**src/rtl/game_control_if.sv**
```systemverilog
// Signal bundle between game_control (slave) and the datapath or stimulus side (master):
// frame tick, buttons and draw-done strobes go in; one-hot commands, state code and error flag come out.
interface game_control_if;
    logic       frame_tick;
    logic       btn_up;
    logic       btn_down;
    logic       btn_left;
    logic       btn_right;
    logic       btn_attack;
    logic       draw_map_done;
    logic       draw_link_done;
    logic       init;
    logic       idle;
    logic       attack;
    logic       up;
    logic       down;
    logic       left;
    logic       right;
    logic       draw_map;
    logic       draw_link;
    logic [3:0] state_code;
    logic       draw_timeout;

    modport master (
        output frame_tick, btn_up, btn_down, btn_left, btn_right, btn_attack,
        output draw_map_done, draw_link_done,
        input  init, idle, attack, up, down, left, right, draw_map, draw_link,
        input  state_code, draw_timeout
    );

    modport slave (
        input  frame_tick, btn_up, btn_down, btn_left, btn_right, btn_attack,
        input  draw_map_done, draw_link_done,
        output init, idle, attack, up, down, left, right, draw_map, draw_link,
        output state_code, draw_timeout
    );
endinterface

```
**src/rtl/game_control.sv**
```systemverilog
// Game control Moore FSM: one-hot commands are registered state decodes (valid the cycle the state is entered), no backpressure.
// Optional draw-phase watchdog is built only when GAME_CONTROL_WATCHDOG_EN is defined.
module game_control #(
    parameter int unsigned ATTACK_FRAMES = 8,
    parameter int unsigned DRAW_TIMEOUT  = 131072
) (
    input  logic          clock,
    input  logic          reset,
    game_control_if.slave io
);
    typedef enum logic [3:0] {
        S_RESET     = 4'd0,
        S_INIT      = 4'd1,
        S_DRAW_MAP  = 4'd2,
        S_DRAW_LINK = 4'd3,
        S_IDLE      = 4'd4,
        S_ATTACK    = 4'd5,
        S_UP        = 4'd6,
        S_DOWN      = 4'd7,
        S_LEFT      = 4'd8,
        S_RIGHT     = 4'd9
    } state_t;

    localparam logic [7:0] ATK_LAST = 8'(ATTACK_FRAMES - 1);

    if (ATTACK_FRAMES < 1 || ATTACK_FRAMES > 255) begin : g_bad_attack_frames
        $error("game_control: ATTACK_FRAMES must be 1..255");
    end
    if (DRAW_TIMEOUT < 2 || DRAW_TIMEOUT > 1048576) begin : g_bad_draw_timeout
        $error("game_control: DRAW_TIMEOUT must be 2..2^20");
    end

    state_t     state_q, state_d;
    logic [7:0] atk_cnt_q, atk_cnt_d;
    logic [8:0] cmd_q;
    logic       wd_expired;

    // Command bit order: {init, idle, attack, up, down, left, right, draw_map, draw_link}
    function automatic logic [8:0] decode(input state_t s);
        logic [8:0] c;
        c = '0;
        case (s)
            S_INIT:      c[8] = 1'b1;
            S_IDLE:      c[7] = 1'b1;
            S_ATTACK:    c[6] = 1'b1;
            S_UP:        c[5] = 1'b1;
            S_DOWN:      c[4] = 1'b1;
            S_LEFT:      c[3] = 1'b1;
            S_RIGHT:     c[2] = 1'b1;
            S_DRAW_MAP:  c[1] = 1'b1;
            S_DRAW_LINK: c[0] = 1'b1;
            default:     c    = '0;
        endcase
        return c;
    endfunction

    always_comb begin
        state_d   = state_q;
        atk_cnt_d = atk_cnt_q;
        case (state_q)
            S_RESET:     state_d = S_INIT;
            S_INIT:      state_d = S_DRAW_MAP;
            S_DRAW_MAP:  if (io.draw_map_done || wd_expired) state_d = S_DRAW_LINK;
            S_DRAW_LINK: if (io.draw_link_done || wd_expired) state_d = S_IDLE;
            S_IDLE: begin
                if (io.frame_tick) begin
                    atk_cnt_d = '0;
                    if (io.btn_attack)     state_d = S_ATTACK;
                    else if (io.btn_up)    state_d = S_UP;
                    else if (io.btn_down)  state_d = S_DOWN;
                    else if (io.btn_left)  state_d = S_LEFT;
                    else if (io.btn_right) state_d = S_RIGHT;
                end
            end
            S_ATTACK: begin
                if (io.frame_tick) begin
                    if (atk_cnt_q == ATK_LAST) state_d = S_DRAW_MAP;
                    else                       atk_cnt_d = atk_cnt_q + 8'd1;
                end
            end
            S_UP, S_DOWN, S_LEFT, S_RIGHT: state_d = S_DRAW_MAP;
            default:     state_d = S_RESET;
        endcase
    end

    // Commands are decoded from the next state so they line up with state_q every cycle.
    always_ff @(posedge clock) begin
        if (reset) begin
            state_q   <= S_RESET;
            atk_cnt_q <= '0;
            cmd_q     <= '0;
        end else begin
            state_q   <= state_d;
            atk_cnt_q <= atk_cnt_d;
            cmd_q     <= decode(state_d);
        end
    end

`ifdef GAME_CONTROL_WATCHDOG_EN
    localparam logic [19:0] WD_LAST = 20'(DRAW_TIMEOUT - 1);

    logic [19:0] wd_cnt_q;
    logic        timeout_q;
    logic        in_draw;
    logic        done_now;

    assign in_draw    = (state_q == S_DRAW_MAP) || (state_q == S_DRAW_LINK);
    assign done_now   = (state_q == S_DRAW_MAP) ? io.draw_map_done : io.draw_link_done;
    assign wd_expired = in_draw && (wd_cnt_q == WD_LAST);

    always_ff @(posedge clock) begin
        if (reset) begin
            wd_cnt_q  <= '0;
            timeout_q <= 1'b0;
        end else begin
            if (state_d != state_q) wd_cnt_q <= '0;
            else if (in_draw)       wd_cnt_q <= wd_cnt_q + 20'd1;
            if (wd_expired && !done_now) timeout_q <= 1'b1;
        end
    end

    assign io.draw_timeout = timeout_q;
`else
    assign wd_expired      = 1'b0;
    assign io.draw_timeout = 1'b0;
`endif

    assign {io.init, io.idle, io.attack, io.up, io.down,
            io.left, io.right, io.draw_map, io.draw_link} = cmd_q;
    assign io.state_code = state_q;
endmodule

```
**src/flat_wrapper.sv**
```systemverilog
// flat-port wrapper written by rule: the top's interface ports become plain ports
module game_control_flat 
#(
    parameter int unsigned ATTACK_FRAMES = 8,
    parameter int unsigned DRAW_TIMEOUT  = 131072
)
  (clock, reset, io_frame_tick, io_btn_up, io_btn_down, io_btn_left, io_btn_right, io_btn_attack, io_draw_map_done, io_draw_link_done, io_init, io_idle, io_attack, io_up, io_down, io_left, io_right, io_draw_map, io_draw_link, io_state_code, io_draw_timeout);
  game_control_if io_i ();
  input  logic clock;
  input  logic reset;
  input wire logic [$bits(io_i.frame_tick)-1:0] io_frame_tick;
  input wire logic [$bits(io_i.btn_up)-1:0] io_btn_up;
  input wire logic [$bits(io_i.btn_down)-1:0] io_btn_down;
  input wire logic [$bits(io_i.btn_left)-1:0] io_btn_left;
  input wire logic [$bits(io_i.btn_right)-1:0] io_btn_right;
  input wire logic [$bits(io_i.btn_attack)-1:0] io_btn_attack;
  input wire logic [$bits(io_i.draw_map_done)-1:0] io_draw_map_done;
  input wire logic [$bits(io_i.draw_link_done)-1:0] io_draw_link_done;
  output wire logic [$bits(io_i.init)-1:0] io_init;
  output wire logic [$bits(io_i.idle)-1:0] io_idle;
  output wire logic [$bits(io_i.attack)-1:0] io_attack;
  output wire logic [$bits(io_i.up)-1:0] io_up;
  output wire logic [$bits(io_i.down)-1:0] io_down;
  output wire logic [$bits(io_i.left)-1:0] io_left;
  output wire logic [$bits(io_i.right)-1:0] io_right;
  output wire logic [$bits(io_i.draw_map)-1:0] io_draw_map;
  output wire logic [$bits(io_i.draw_link)-1:0] io_draw_link;
  output wire logic [$bits(io_i.state_code)-1:0] io_state_code;
  output wire logic [$bits(io_i.draw_timeout)-1:0] io_draw_timeout;
  assign io_i.frame_tick = io_frame_tick;
  assign io_i.btn_up = io_btn_up;
  assign io_i.btn_down = io_btn_down;
  assign io_i.btn_left = io_btn_left;
  assign io_i.btn_right = io_btn_right;
  assign io_i.btn_attack = io_btn_attack;
  assign io_i.draw_map_done = io_draw_map_done;
  assign io_i.draw_link_done = io_draw_link_done;
  assign io_init = io_i.init;
  assign io_idle = io_i.idle;
  assign io_attack = io_i.attack;
  assign io_up = io_i.up;
  assign io_down = io_i.down;
  assign io_left = io_i.left;
  assign io_right = io_i.right;
  assign io_draw_map = io_i.draw_map;
  assign io_draw_link = io_i.draw_link;
  assign io_state_code = io_i.state_code;
  assign io_draw_timeout = io_i.draw_timeout;
  game_control #(.ATTACK_FRAMES(ATTACK_FRAMES), .DRAW_TIMEOUT(DRAW_TIMEOUT)) u_core (.clock(clock), .reset(reset), .io(io_i));
endmodule
```
**config.mk**
```make
export PLATFORM = sky130hd
export DESIGN_NAME = game_control_flat
export DESIGN_NICKNAME = d
export VERILOG_FILES = /design/src/rtl/game_control_if.sv /design/src/rtl/game_control.sv /design/src/flat_wrapper.sv
export SDC_FILE = /design/constraint.sdc
export NUM_CORES = 1
export LEC_CHECK = 0
export CAP_MARGIN = 40
export CELL_PAD_IN_SITES_DETAIL_PLACEMENT = 0
export CELL_PAD_IN_SITES_GLOBAL_PLACEMENT = 1
export CORE_MARGIN = 4
export CORE_UTILIZATION = 33
export DETAILED_ROUTE_END_ITERATION = 8
export PLACE_DENSITY = 0.77
export SETUP_SLACK_MARGIN = 0.5
export SYNTH_ARGS = -nofsm -noshare
export SYNTH_HDL_FRONTEND = slang
export SYNTH_SLANG_ARGS = --single-unit
```
**constraint.sdc**
```tcl
create_clock -name clock -period 1.9 [get_ports clock]
set_clock_uncertainty 0.05 [all_clocks]
set_input_delay 0.38 -clock clock [delete_from_list [all_inputs] [get_ports clock]]
set_output_delay 0.38 -clock clock [all_outputs]
set_load 0.1 [all_outputs]
```
==> summary.md <==
| Metric | Value |
|---|---|
| FF+latch count, synth | `21` |
| Commonest cells post-synth | `dfxtp_1, nor2_1, a211oi_1, inv_1, nand2_1` |
| DRT Pass-1 Iters | `4` |
| Final Hold Violating Endpoints | `0` |
| Fin crit share | `0.9408` |
| Sink Count | `21` |
| Worst Setup SP | `u_core.atk_cnt_q[1]` |
| DP HPWL | `2093 µm` |
| IO Pins | `24` |
| Met2 wire length | `2050 µm` |
| Worst Setup Path Type | `flip-flop to flip-flop` |
| # DRC | `0` |
| Grt total ovfl | `0` |
| Total GRT Usage | `0.1707` |
| Post-route ant nets | `0` |
| Top cell type's share of synthesized area | `0.3902` |
| Routed wl met3 | `132 µm` |
| WL met1 | `1497 µm` |
| Die ar. | `0.004243 mm²` |
| Worst setup EP type | `flip-flop` |
| FF-to-FF Start | `u_core.atk_cnt_q[1]` |
| Fin worst setup slack | `112.5 ps` |
| First-pass GRT wire length | `5554 µm` |
| GPL Wtd Cong | `0.7821` |
| Largest stage delay, worst path | `550 ps` |
| Cell family with most CP delay | `simple AND/OR/NAND/NOR gates` |
| Unrepaired setup endpoints after global routing | `yes` |
| Reg clk slew, reported paths | `120 ps` |
| CTS Root Cell | `clkbuf_4` |
| Number of diodes | `0` |
| Post-route minimum period | `1788 ps` |
| Nets | `195` |
| CP max FO | `4` |
| Die H | `65.14 µm` |
| Max layer used | `met4` |
| MaxCap Viol Count | `0` |
| Fillers | `226` |
| Register area share after synthesis | `0.3902` |
| Hold Path Depth | `2` |
| Largest net degree at the start of global routing | `13` |
| DRT Wirelength | `3733 µm` |
| Ys flop type | `dfxtp_1` |
| Post-Syn Nets | `123` |
| Initial antenna violation count | `0` |
| Most numerous cell in the Yosys netlist | `dfxtp_1` |
| Async set-or-reset flop fraction in the synthesized netlist | `0` |
| Leak pwr | `0.8261 nW` |
| Multi-input gate area | `883.3 µm²` |
| Port Buffers | `22` |
| Longest Clk Path Bufs | `2` |
| TritonCTS clock tree | `built` |
| Worst-Skew Late Latency | `300 ps` |
| Worst path depth | `5` |
| Post-synthesis cell count | `112` |
| Max Freq | `559.4 MHz` |
| FF/Latch Area | `444.2 µm²` |
| CTS hold repair buffers | `0` |
| CP bufs+invs | `0` |
| Vias in the first global route | `1,163` |
| Row count | `20` |
| Starting density of the core | `0.3500` |
| Total power | `0.001209 W` |
| Core Util, Final | `0.6817` |
| CP Cell Sequence | `ha_4, and4bb_4, a21boi_2, or4b_4, nor4_2` |
| Setup Viol. Count Final | `0` |
| Post-synth EDFFs | `0` |
| Top cells by area, synth | `dfxtp_1, nor2_1, a211oi_1, xnor2_1, a2111oi_4` |
| Initial DRC count | `61` |
| Synthesized cell area | `0.001077 mm²` |
| Startpoint types | `flip-flop` |
| Slowest cell on the critical path | `or4b_4` |
| Die span in x | `65.14 µm` |
| Slew Limit Fails | `0` |
| Cts bufs inserted | `3` |
| Worst endpoint required time | `2070 ps` |
| HP Start | `u_core.atk_cnt_q[7]` |
| Routed WL per cell | `16.44 µm` |
| Netlist cell types | `46` |
| Power per standard cell area | `576.0 mW/mm²` |
| Reg2reg path depth | `5` |
| Syn. warnings | `0` |
| CTS H-tree depth | `1` |
| HP Class | `flip-flop to flip-flop` |
| Arrival @ worst endpoint | `1960 ps` |
| Layout cell share with drive strength beyond 1 | `0.6230` |
| DR vias | `1,166` |
| DP Worst Slack | `-325.5 ps` |
| DR vias/cell | `5.137` |
| Status | `finished clean` |
| Core Box Area | `0.003078 mm²` |
| Cell accounting for the most synthesized area | `dfxtp_1` |
| Synthesized area per cell | `9.619 µm²` |
| Synth-to-Final Area Change | `94.77%` |
| VDD IR max | `0.0003894 V` |
## routing by layer
layer  vias to the layer above  track usage
met4                         0      0.05181
met3                         6      0.03419
met2                        22       0.3308
met1                       578       0.1841
li1                        560            -
met5                         -            0
## worst paths after layout
kind                         end  slack [ps]
max              u_core.cmd_q[1]         110
min          u_core.atk_cnt_q[7]         490
max reg2reg      u_core.cmd_q[1]         110
min reg2reg  u_core.atk_cnt_q[7]         490
## power breakdown
group	internal (W)	total (W)	switching, W	leakage [nW]
Sequential	0.000456	0.000474	0.0000181	0.175
Combinational	0.000205	0.000519	0.000314	0.633
Clock	0.0000785	0.000216	0.000137	0.0177
## cell families after synthesis
logic type,synth area share
flip-flops,0.3902
buffers and inverters,0.04065
other,0.003481
AND/OR/NAND/NOR,0.3124
XOR/XNOR,0.05691
multiplexers,0.009292
AO/OA/AOI/OAI,0.1754
adder cells (fa/ha/maj),0.01161
## worst reg2reg max path, cell delays in order, from the launching register on
cell      delay (ps)
dfxtp_4          380
ha_4             130
and4bb_4         270
a21boi_2          80
or4b_4           550
nor4_2           250
## placed cells by master, fill, tap and decap left out, types with 2 or more instances in the layout
cell type         n
a2111oi_4         2
a211oi_2          6
buf_12            5
buf_4            44
buf_6            11
buf_8             2
clkbuf_4          3
clkdlybuf4s50_1   2
dfxtp_1          14
dfxtp_4           6
dlygate4sd2_1     6
inv_1             5
nand2_1           5
nand2b_1          2
nand4_1           3
nor2_1           14
nor3_2            3
nor4_2            2
nor4_4            2
nor4b_4           3
xnor2_1           3
xor2_1            3
## final cells by class
cell class              count  area share
clock buffers               3     0.01073
clock inverters             1    0.002385
inverters                   5    0.008945
multi-input cells          82      0.4210
flip-flops and latches     21      0.2117
well taps                  44     0.02624
repair buffers             71      0.3190
## sequential cells by signal, summed over array words and instances, names as in the netlist
name / flops
u_core.cmd_q: 9
u_core.io.state_code: 4
u_core.atk_cnt_q: 8
## per-stage QoR
stage	area [µm²]	std cells	hold WS (ps)	TNS (ps)
floorplan	1142	112	389.4	0
finish	2098	227	487.8	0
CTS	1897	216	493.8	0
global placement	1574	198	451.0	-1879
global route	2098	227	533.7	0
detailed placement	1574	198	459.6	-2350
## repair_timing
item	CTS	global route
gates resized for setup	40	27
endpoints found under the setup margin	23	25
pin swaps	13	11
setup buffers	14	11
endpoints found under the hold margin	0	0
No activity file was read; power rests on OpenSTA's default activity.
